File: config.mk
export PLATFORM = sky130hd
export DESIGN_NAME = dp_ram_fifo_ctrl_flat
export DESIGN_NICKNAME = d
export VERILOG_FILES = /design/src/rtl/dp_ram_fifo_ctrl_if.sv /design/src/rtl/dp_ram_fifo_ctrl.sv /design/src/flat_wrapper.sv
export SDC_FILE = /design/constraint.sdc
export NUM_CORES = 1
export LEC_CHECK = 0
export ABC_CLOCK_PERIOD_IN_PS = 3100
export BUFFER_PORTS_ARGS = -buffer_cell sky130_fd_sc_hd__buf_2
export CAP_MARGIN = 20
export CORE_ASPECT_RATIO = 0.9
export CORE_MARGIN = 10
export CORE_UTILIZATION = 30
export CTS_CLUSTER_SIZE = 30
export DETAILED_ROUTE_END_ITERATION = 6
export PLACE_DENSITY_LB_ADDON = 0.1
export SLEW_MARGIN = 10
export SYNTH_ARGS = -nofsm -noshare
export SYNTH_HDL_FRONTEND = slang
export SYNTH_SLANG_ARGS = --single-unit
File: constraint.sdc
create_clock -name clk -period 3.1 [get_ports clk]
set_clock_uncertainty 0.15 [all_clocks]
set_input_delay 0.155 -clock clk [delete_from_list [all_inputs] [get_ports clk]]
set_output_delay 0.155 -clock clk [all_outputs]
set_load 0.02 [all_outputs]
File: src/rtl/dp_ram_fifo_ctrl_if.sv
// dp_ram_fifo_ctrl_if: producer/consumer valid-ready handshake bundle for the RAM-backed FIFO
interface dp_ram_fifo_ctrl_if #(
    parameter int DATA_W = 8
);
    logic [DATA_W-1:0] in_data;
    logic              in_valid;
    logic              in_ready;
    logic [DATA_W-1:0] out_data;
    logic              out_valid;
    logic              out_ready;
    modport master (output in_data, in_valid, out_ready, input in_ready, out_data, out_valid);
    modport slave  (input in_data, in_valid, out_ready, output in_ready, out_data, out_valid);
endinterface

File: src/rtl/dp_ram_fifo_ctrl.sv
// dp_ram_fifo_ctrl: valid/ready FIFO controller over a dual-port RAM with a registered read port
module dp_ram_fifo_ctrl #(
    parameter int DATA_W    = 8,
    parameter int ADDR_W    = 6,
    parameter int AFULL_LVL = 56
) (
    input  logic              clk,
    input  logic              rst_n,
    input  logic              flush,
    dp_ram_fifo_ctrl_if.slave bus,
    output logic [ADDR_W:0]   count,
    output logic              almost_full,
    output logic              empty,
    output logic              ovf_err,
    output logic [ADDR_W-1:0] ram_addr_a,
    output logic [DATA_W-1:0] ram_data_a,
    output logic              ram_we_a,
    output logic [ADDR_W-1:0] ram_addr_b,
    output logic              ram_we_b,
    input  logic [DATA_W-1:0] ram_q_b
);
    localparam int CW = ADDR_W + 1;
    localparam logic [ADDR_W:0] DEPTH = {1'b1, {ADDR_W{1'b0}}};
    logic [ADDR_W-1:0] r_wr_ptr, r_rd_ptr;
    logic [ADDR_W:0]   r_count;
    logic              r_out_valid, r_ovf;
    logic              w_full, w_wr_fire, w_rd_fire;
    logic [ADDR_W:0]   w_avail;
    assign w_full    = r_count == DEPTH;
    assign w_wr_fire = rst_n && bus.in_valid && !w_full && !flush;
    assign w_rd_fire = r_out_valid && bus.out_ready;
    // entries already in the array before this edge and not being popped can be shown next cycle
    assign w_avail   = r_count - CW'(w_rd_fire);
    assign bus.in_ready  = !w_full && !flush;
    assign bus.out_valid = r_out_valid;
    assign bus.out_data  = ram_q_b;
    assign count       = r_count;
    assign almost_full = r_count >= CW'(AFULL_LVL);
    assign empty       = r_count == '0;
    assign ovf_err     = r_ovf;
    assign ram_addr_a  = r_wr_ptr;
    assign ram_data_a  = bus.in_data;
    assign ram_we_a    = w_wr_fire;
    // look ahead on a pop so the next word lands in q_b at the same edge
    assign ram_addr_b  = r_rd_ptr + ADDR_W'(w_rd_fire);
    assign ram_we_b    = 1'b0;
    always_ff @(posedge clk or negedge rst_n) begin
        if (!rst_n) begin
            r_wr_ptr    <= '0;
            r_rd_ptr    <= '0;
            r_count     <= '0;
            r_out_valid <= 1'b0;
            r_ovf       <= 1'b0;
        end else begin
            if (bus.in_valid && w_full && !flush) r_ovf <= 1'b1;
            if (flush) begin
                r_wr_ptr    <= '0;
                r_rd_ptr    <= '0;
                r_count     <= '0;
                r_out_valid <= 1'b0;
            end else begin
                r_wr_ptr    <= r_wr_ptr + ADDR_W'(w_wr_fire);
                r_rd_ptr    <= r_rd_ptr + ADDR_W'(w_rd_fire);
                r_count     <= r_count + CW'(w_wr_fire) - CW'(w_rd_fire);
                r_out_valid <= w_avail != '0;
            end
        end
    end
endmodule

File: src/flat_wrapper.sv
// flat-port wrapper written by rule: the top's interface ports become plain ports
module dp_ram_fifo_ctrl_flat 
#(
    parameter int DATA_W    = 8,
    parameter int ADDR_W    = 6,
    parameter int AFULL_LVL = 56
)
  (clk, rst_n, flush, count, almost_full, empty, ovf_err, ram_addr_a, ram_data_a, ram_we_a, ram_addr_b, ram_we_b, ram_q_b, bus_in_data, bus_in_valid, bus_out_ready, bus_in_ready, bus_out_data, bus_out_valid);
  dp_ram_fifo_ctrl_if #(.DATA_W(DATA_W)) bus_i ();
  input  logic clk;
  input  logic rst_n;
  input  logic flush;
  output logic [ADDR_W:0] count;
  output logic almost_full;
  output logic empty;
  output logic ovf_err;
  output logic [ADDR_W-1:0] ram_addr_a;
  output logic [DATA_W-1:0] ram_data_a;
  output logic ram_we_a;
  output logic [ADDR_W-1:0] ram_addr_b;
  output logic ram_we_b;
  input  logic [DATA_W-1:0] ram_q_b;
  input wire logic [$bits(bus_i.in_data)-1:0] bus_in_data;
  input wire logic [$bits(bus_i.in_valid)-1:0] bus_in_valid;
  input wire logic [$bits(bus_i.out_ready)-1:0] bus_out_ready;
  output wire logic [$bits(bus_i.in_ready)-1:0] bus_in_ready;
  output wire logic [$bits(bus_i.out_data)-1:0] bus_out_data;
  output wire logic [$bits(bus_i.out_valid)-1:0] bus_out_valid;
  assign bus_i.in_data = bus_in_data;
  assign bus_i.in_valid = bus_in_valid;
  assign bus_i.out_ready = bus_out_ready;
  assign bus_in_ready = bus_i.in_ready;
  assign bus_out_data = bus_i.out_data;
  assign bus_out_valid = bus_i.out_valid;
  dp_ram_fifo_ctrl #(.DATA_W(DATA_W), .ADDR_W(ADDR_W), .AFULL_LVL(AFULL_LVL)) u_core (.clk(clk), .rst_n(rst_n), .flush(flush), .bus(bus_i), .count(count), .almost_full(almost_full), .empty(empty), .ovf_err(ovf_err), .ram_addr_a(ram_addr_a), .ram_data_a(ram_data_a), .ram_we_a(ram_we_a), .ram_addr_b(ram_addr_b), .ram_we_b(ram_we_b), .ram_q_b(ram_q_b));
endmodule
==> results of run 1 <==
## worst reg2reg max path: cells and delay by family, from the launching register on
family	cells	cell delay [ps]
flops	1	450
fa+ha+maj	3	720
simple gates	4	380
compound gates	3	890
buf+inv	1	150
## cells in the mapped netlist (all sizes together), types with 2 or more instances
| library cell | number |
|---|---|
| and2 | 5 |
| a41o | 2 |
| ha | 22 |
| buf | 18 |
| nor2b | 6 |
| nand3 | 7 |
| a21oi | 6 |
| dfrtp | 21 |
| xnor2 | 7 |
| inv | 13 |
| nand2 | 5 |
| nor4b | 2 |
| nor3 | 2 |
| xor2 | 7 |
| nor2 | 11 |
| o21ai | 2 |
| nand2b | 3 |
## flip-flops by register name (all words and copies together) (netlist names)
register              count
u_core.ram_addr_a         6
u_core.count              7
u_core.ovf_err            1
u_core.bus.out_valid      1
u_core.r_rd_ptr           6
## per-layer routing
metal	routed length [um]	up-vias	share of wire [%]
met5	0	-	0
met4	81	0	2.2
met3	288	20	7.9
met2	1570	24	43
met1	1710	542	47
li1	-	552	-
## cells in the final DEF, fill, tap and decap left out, types with 2 or more instances in the layout
cell type and instances:
nand3_1 7, a41o_1 2, buf_4 4, nor2_1 11, xnor2_1 7, and2_1 5, o21ai_0 2, nor2b_1 6
ha_1 22, nand2_1 5, xor2_1 7, buf_2 29, nand2b_1 2, dfrtp_1 21, nor4b_1 2, inv_1 13
a21oi_1 5, clkbuf_8 3
## repair_timing
action                                  CTS  global route
hold buffers                              1             0
buffers inserted                          0             0
hold endpoints to repair                 21             0
resized for setup                         0             2
endpoints found under the setup margin    0             2
## path summary, 6_finish.rpt
check | endpoint | cells after the start
setup / recovery | u_core.count[6] | 11
min in group asynchronous | u_core.r_rd_ptr[1] | 3
max in group asynchronous | u_core.count[4] | 3
hold / removal | u_core.ovf_err | 2
setup reg to reg | u_core.count[6] | 11
hold reg to reg | u_core.ovf_err | 1
## per-stage QoR
| stage | setup WS [ps] | utilization [%] | hold slack, ps | total power, W |
|---|---|---|---|---|
| 2_1_floorplan | 58.0 | - | -291 | 0.000986 |
| 6_report | 288 | 35.1 | 39.2 | 0.00137 |
| 4_1_cts | 174 | 35.0 | 31.4 | 0.00138 |
| 5_1_grt | 17.0 | 35.1 | 60.6 | 0.00151 |
| 3_3_place_gp | 320 | 33.8 | 37.1 | 0.00119 |
| 3_5_place_dp | 189 | 33.8 | 16.8 | 0.00119 |
## layout make-up
type,count,area (sq um),share of cell area (%)
Clock inverter,1,5.00,0.291
Timing Repair Buffer,34,185,10.8
Sequential cell,21,526,30.5
Multi-Input combinational cell,105,833,48.4
Tap cell,65,81.3,4.73
Clock buffer,3,41.3,2.40
Inverter,13,48.8,2.84
## power by group through the flow
| stage | sequential, W | combinational [W] | clock [W] |
|---|---|---|---|
| after global placement | 0.000394 | 0.000792 | 0 |
| after global routing | 0.000400 | 0.000910 | 0.000201 |
| after detailed placement | 0.000394 | 0.000795 | 0 |
| after CTS | 0.000388 | 0.000802 | 0.000186 |
| final | 0.000390 | 0.000799 | 0.000179 |
| after floorplan | 0.000432 | 0.000555 | 0 |
## kinds of logic (layout without fill, tap and decap cells)
group,Yosys count,count (layout),share of synthesized area [%]
flops,21,21,34.2
buf+inv,32,51,12.1
compound gates,19,19,8.97
xor+xnor,14,14,7.99
fa+ha+maj,23,23,19.2
other cells,1,1,0.244
simple gates,48,48,17.3
==> flow_summary.toml, run 1 <==
[worst_setup_path]
r2r_slack_ps = 290
crit_buf_inv = 1
cpPeakStageDelay_ps = 450
crit_path_start_kind = "flip-flop"
crit_chain = "inv_1 > ha_1 > nand2_1 > nor3_2 > a21oi_2 > ha_1 > fa_1 > nand2b_4 > a221o_1 > a2111oi_2 > nand3b_1"
worst_path_max_delay_cell = "dfrtp_1"
end_kind = "flip-flop"
startpoint = "u_core.count[3]"
crit_top_cell = "ha_1"
cp_top_family = "compound AO/OA/AOI/OAI gates"
rr_startpoint = "u_core.count[3]"
arrival_ps = 2860
critPathKind = "reg -> reg"
cp_max_fo = 7
worstPathRequired_ps = 3140

[power_and_ir_drop]
ir_drop_mv = 0.373
leakage_nw = 0.885
internal-power_w = 0.000741
pwr-share-comb_pct = 58.4
switching_share_pct = 45.8
p_per_area_nw_per_um2 = 795
power.share.sequential_pct = 28.5
switching_power_w = 0.000626
clock_power_share_pct = 13.1

[layout]
final_nets = 222
n_antenna_cell = 0
final_cell_count_no_fill = 242
areaGrowthSynthToFinish_pct = 12.1
drive_gt1_share_pct = 23.7
fillers = 509
final_area_sq_um = 1720

[global_routing]
gr-max-usage-layer = "met2"
grt_pass1_vias = 1190
grt_usage_pct = 9.18
antenna_found_initial = 0
grt_max_degree = 23
gr-usage-met3_pct = 2.82
use_met2_pct = 13.9
grt.overflow.total = 0
grt_pass1_wl_um = 6110
gr-usage-met1_pct = 11.7

[placed_design]
routabilityCongestion = 0.833
dp_hpwl_um = 2980
placed_cell_area_sq_um = 1660
io_buffers = 29
place_inst = 237

[detailed_routing]
firstDrtPassIters = 4
antenna_left = 0
vias = 1138
totalWireLength_um = 3650
drc_errors = 0
post_drt_via_cell_ratio = 4.70
drt_iter0_drc = 65
wl_per_cell_um = 15.1

[cts]
clkSinkCount = 21
cts.clk_slew.worst_paths_ps = 70
cts_tree = "yes"
clockRootBuffer = "clkbuf_8"
cts_buffer_depth = 2
worstSkewPairLatency_ps = 260
cts_buffers = 3
h-tree-depth = 1

[yosys]
synth_area_sq_um = 1540
yosys-top-cells-area = "dfrtp_1 (34%), ha_1 (18%), buf_4 (8.3%), xnor2_1 (4.0%), xor2_1 (4.0%)"
synth_edf_count = 0
synth_ff_type = "dfrtp_1"
synth.avg_cell_area_sq_um = 9.72
ys_seq_area_share_pct = 34.2
synth_top_area_cell = "dfrtp_1"
syn_nets = 202
synth_cell_types = 38
synth_cells = 158
synthDominantCellAreaShare_pct = 34.2
synthArstFlopShare_pct = 100
yosys_warnings = 0
synth_seq_cells = 21

[floorplan]
rows = 24
core_area_sq_um = 4890
num_io_pins = 63
die_area_sq_um = 8380
die_h_um = 87.9
die_w_um = 95.4
initial_core_util_pct = 31.4

[worst_hold_path]
min-delay-start = "bus_in_valid"
hold_class = "in -> reg"

[outcome]
outcome = "complete, no violations"

[timing]
fin_tns_setup_ps = 0
finalSetupViolCount = 0
fin_crit_ps = 2810
fin_crit_sh_pct = 90.7
final_hold_viol_count = 0
maxSlewViolCount = 0
rsz0062_at_grt = "no"
fmax_mhz = 356

[job]
drv_cap = 0
Power figures use the tool's default switching activity.
==> inputs of run 2 (changes only) <==
--- a/config.mk
+++ b/config.mk
@@ -5,6 +5,7 @@
 export SDC_FILE = /design/constraint.sdc
 export NUM_CORES = 1
 export LEC_CHECK = 0
+export ABC_AREA = 1
 export ABC_CLOCK_PERIOD_IN_PS = 3100
 export BUFFER_PORTS_ARGS = -buffer_cell sky130_fd_sc_hd__buf_2
 export CAP_MARGIN = 20
==> flow_summary.toml, run 2 <==
[detailed_routing]
drt_iter0_drc = 53
wl_per_cell_um = 12.6
antenna_left = 0
firstDrtPassIters = 4
vias = 1235
totalWireLength_um = 3530
post_drt_via_cell_ratio = 4.40
drc_errors = 0

[layout]
final_nets = 261
fillers = 542
drive_gt1_share_pct = 17.1
layout_common_cells = "nand2_1 (35), inv_1 (32), buf_2 (29)"
n_antenna_cell = 0
layout_commonest_cell = "nand2_1"
areaGrowthSynthToFinish_pct = 10.6
largest_register_ffs = 7

[yosys]
syn_nets = 243
synthArstFlopShare_pct = 100
synth_edf_count = 0
yosys_warnings = 0
synth_cell_types = 22
synthDominantCellAreaShare_pct = 33.4
synth.area.mux_share_pct = 0
synth-xor-area-share_pct = 2.14
synth_adder_area_share_pct = 18.7
ys_seq_area_share_pct = 33.4
synth_top_family_by_area = "simple AND/OR/NAND/NOR gates"
yosys-top-cells-area = "dfrtp_1 (33%), ha_1 (17%), nand2_1 (8.3%), buf_4 (8.1%), inv_1 (7.6%)"
synth_simple_gate_area_share_pct = 23.6
synth.avg_cell_area_sq_um = 7.92
synth-compound-area-share_pct = 5.64
synth_seq_cells = 21
synth_top_area_cell = "dfrtp_1"
synth_cells = 199
synth_ff_type = "dfrtp_1"
ys_top_cells_by_count = "nand2_1 (35), inv_1 (32), nor2_1 (28), ha_1 (22), dfrtp_1 (21)"
yosysMostFrequentCell = "nand2_1"
synth_area_sq_um = 1580

[floorplan]
die_h_um = 88.7
core_area_sq_um = 4950
die_w_um = 96.4
num_io_pins = 63
die_area_sq_um = 8550
rows = 24
initial_core_util_pct = 31.8

[power_and_ir_drop]
switching_power_w = 0.000697
pwr-share-comb_pct = 59.7
ir_drop_mv = 0.242
power.share.sequential_pct = 26.7
internal-power_w = 0.000716
leakage_nw = 1.03
p_per_area_nw_per_um2 = 811
clock_power_share_pct = 13.6
total_power_w = 0.00141
switching_share_pct = 49.3

[timing]
fin_crit_sh_pct = 86.3
maxSlewViolCount = 0
fin_crit_ps = 2670
final_hold_viol_count = 0
finalSetupViolCount = 0
max_slew_margin_pct = 65.1
fin_tns_setup_ps = 0
fmax_mhz = 374
rsz0062_at_grt = "no"
worst_slew_pin_slew_ps = 523

[cts]
worstSkewPairLatency_ps = 270
clockRootBuffer = "clkbuf_8"
cts_tree = "yes"
clkSinkCount = 21
post_cts_buffers = 0
hold_buffers = 2
ctsResizeCount = 0
cts.clk_slew.worst_paths_ps = 90
h-tree-depth = 1
cts_buffer_depth = 2
cts_buffers = 3

[worst_setup_path]
startpoint = "u_core.count[2]"
end_kind = "flip-flop"
crit_path_start_kind = "flip-flop"
crit_top_cell = "nand2_1"
arrival_ps = 2690
cp_max_fo = 6
worstPathRequired_ps = 3120
crit_chain = "inv_1 > ha_1 > nand3_1 > nor2_1 > nand2_1 > nand4_1 > inv_1 > ha_1 > fa_1 > a31oi_1 > nand2_1 > nand2_1 > nor2_1"
rr_startpoint = "u_core.count[2]"
critPathKind = "reg -> reg"
cpPeakStageDelay_ps = 450
worst_path_max_delay_cell = "dfrtp_1"

[global_routing]
grt_pass1_vias = 1289
grt.overflow.total = 0
grt_usage_pct = 8.87
grt_pass1_wl_um = 6020
antenna_found_initial = 0
grt_max_degree = 23

[placed_design]
io_buffers = 29
dp_hpwl_um = 2830
routabilityCongestion = 0.782

[worst_hold_path]
min-delay-start = "flush"
hold_class = "in -> reg"

[outcome]
outcome = "complete, no violations"

[job]
drv_cap = 0
-- run 2: cell types whose count changed after synthesis, sizes merged, moves of 4 or more --
cell and delta:
and2 -4, inv +19, nand2 +30, nand4 +6, nor2 +17, nor2b -6
xnor2 -6, xor2 -5
-- run 2: logic make-up (layout without fill, tap and decap cells) --
kind of cell / after synthesis / count (layout)
buf+inv: 51 / 68
compound gates: 16 / 16
other cells: 1 / 1
fa+ha+maj: 23 / 23
simple gates: 84 / 84
flops: 21 / 21
xor+xnor: 3 / 3
-- run 2: path summary, 6_finish.rpt --
kind	depth (start not counted)	end	slack [ps]
worst max-delay path	13	u_core.count[4]	430
worst min-delay path	2	u_core.ram_addr_a[0]	70
worst max register to register	13	u_core.count[4]	430
worst min register to register	1	u_core.ram_addr_a[5]	320
max in group asynchronous	2	u_core.bus.out_valid	2210
min in group asynchronous	2	u_core.ram_addr_a[5]	240
-- run 2: cell type report --
type / instances / area, sq um / area share [%]
Multi-Input combinational cell: 127 / 793 / 45.5
Clock inverter: 1 / 7.51 / 0.431
Timing Repair Buffer: 32 / 173 / 9.91
Sequential cell: 21 / 526 / 30.2
Inverter: 32 / 120 / 6.90
Tap cell: 65 / 81.3 / 4.67
Clock buffer: 3 / 41.3 / 2.37
-- run 2: power groups by stage --
stage                     logic, W  registers (W)  clock network, W
final                     0.000843       0.000377          0.000192
after CTS                 0.000863       0.000378          0.000200
after detailed placement  0.000858       0.000384                 0
after global placement    0.000880       0.000382                 0
after global routing       0.00100       0.000387          0.000212
after floorplan           0.000601       0.000434                 0
-- run 2: through the flow --
stage | hold slack, ps | cell area (sq um) | std cells | util, % | worst slack, ps
after floorplan | -291 | 1580 | 199 | - | 568
final | 71.4 | 1740 | 281 | 35.2 | 425
after detailed placement | 11.2 | 1670 | 275 | 33.8 | 431
after global placement | 11.8 | 1670 | 275 | 33.8 | 542
after CTS | 67.2 | 1740 | 281 | 35.2 | 425
after global routing | 85.2 | 1740 | 281 | 35.2 | 107
-- run 2: worst max-delay path: cells and delay by family, from the launching register on --
family,cells,cell delay (ps)
adders and majority gates,3,860
and+or+nand+nor,7,580
DFF,1,450
buffers and inverters,2,300
AOI/OAI and AO/OA,1,220
-- run 2: layer usage --
metal	vias up	track usage, %	share of wire [%]	wire [um]
li1	639	-	-	-
met1	560	11.8	50	1760
met2	26	13.4	43	1520
met3	10	3.05	6.2	219
met4	0	2.24	0.99	35
met5	-	0	0	0
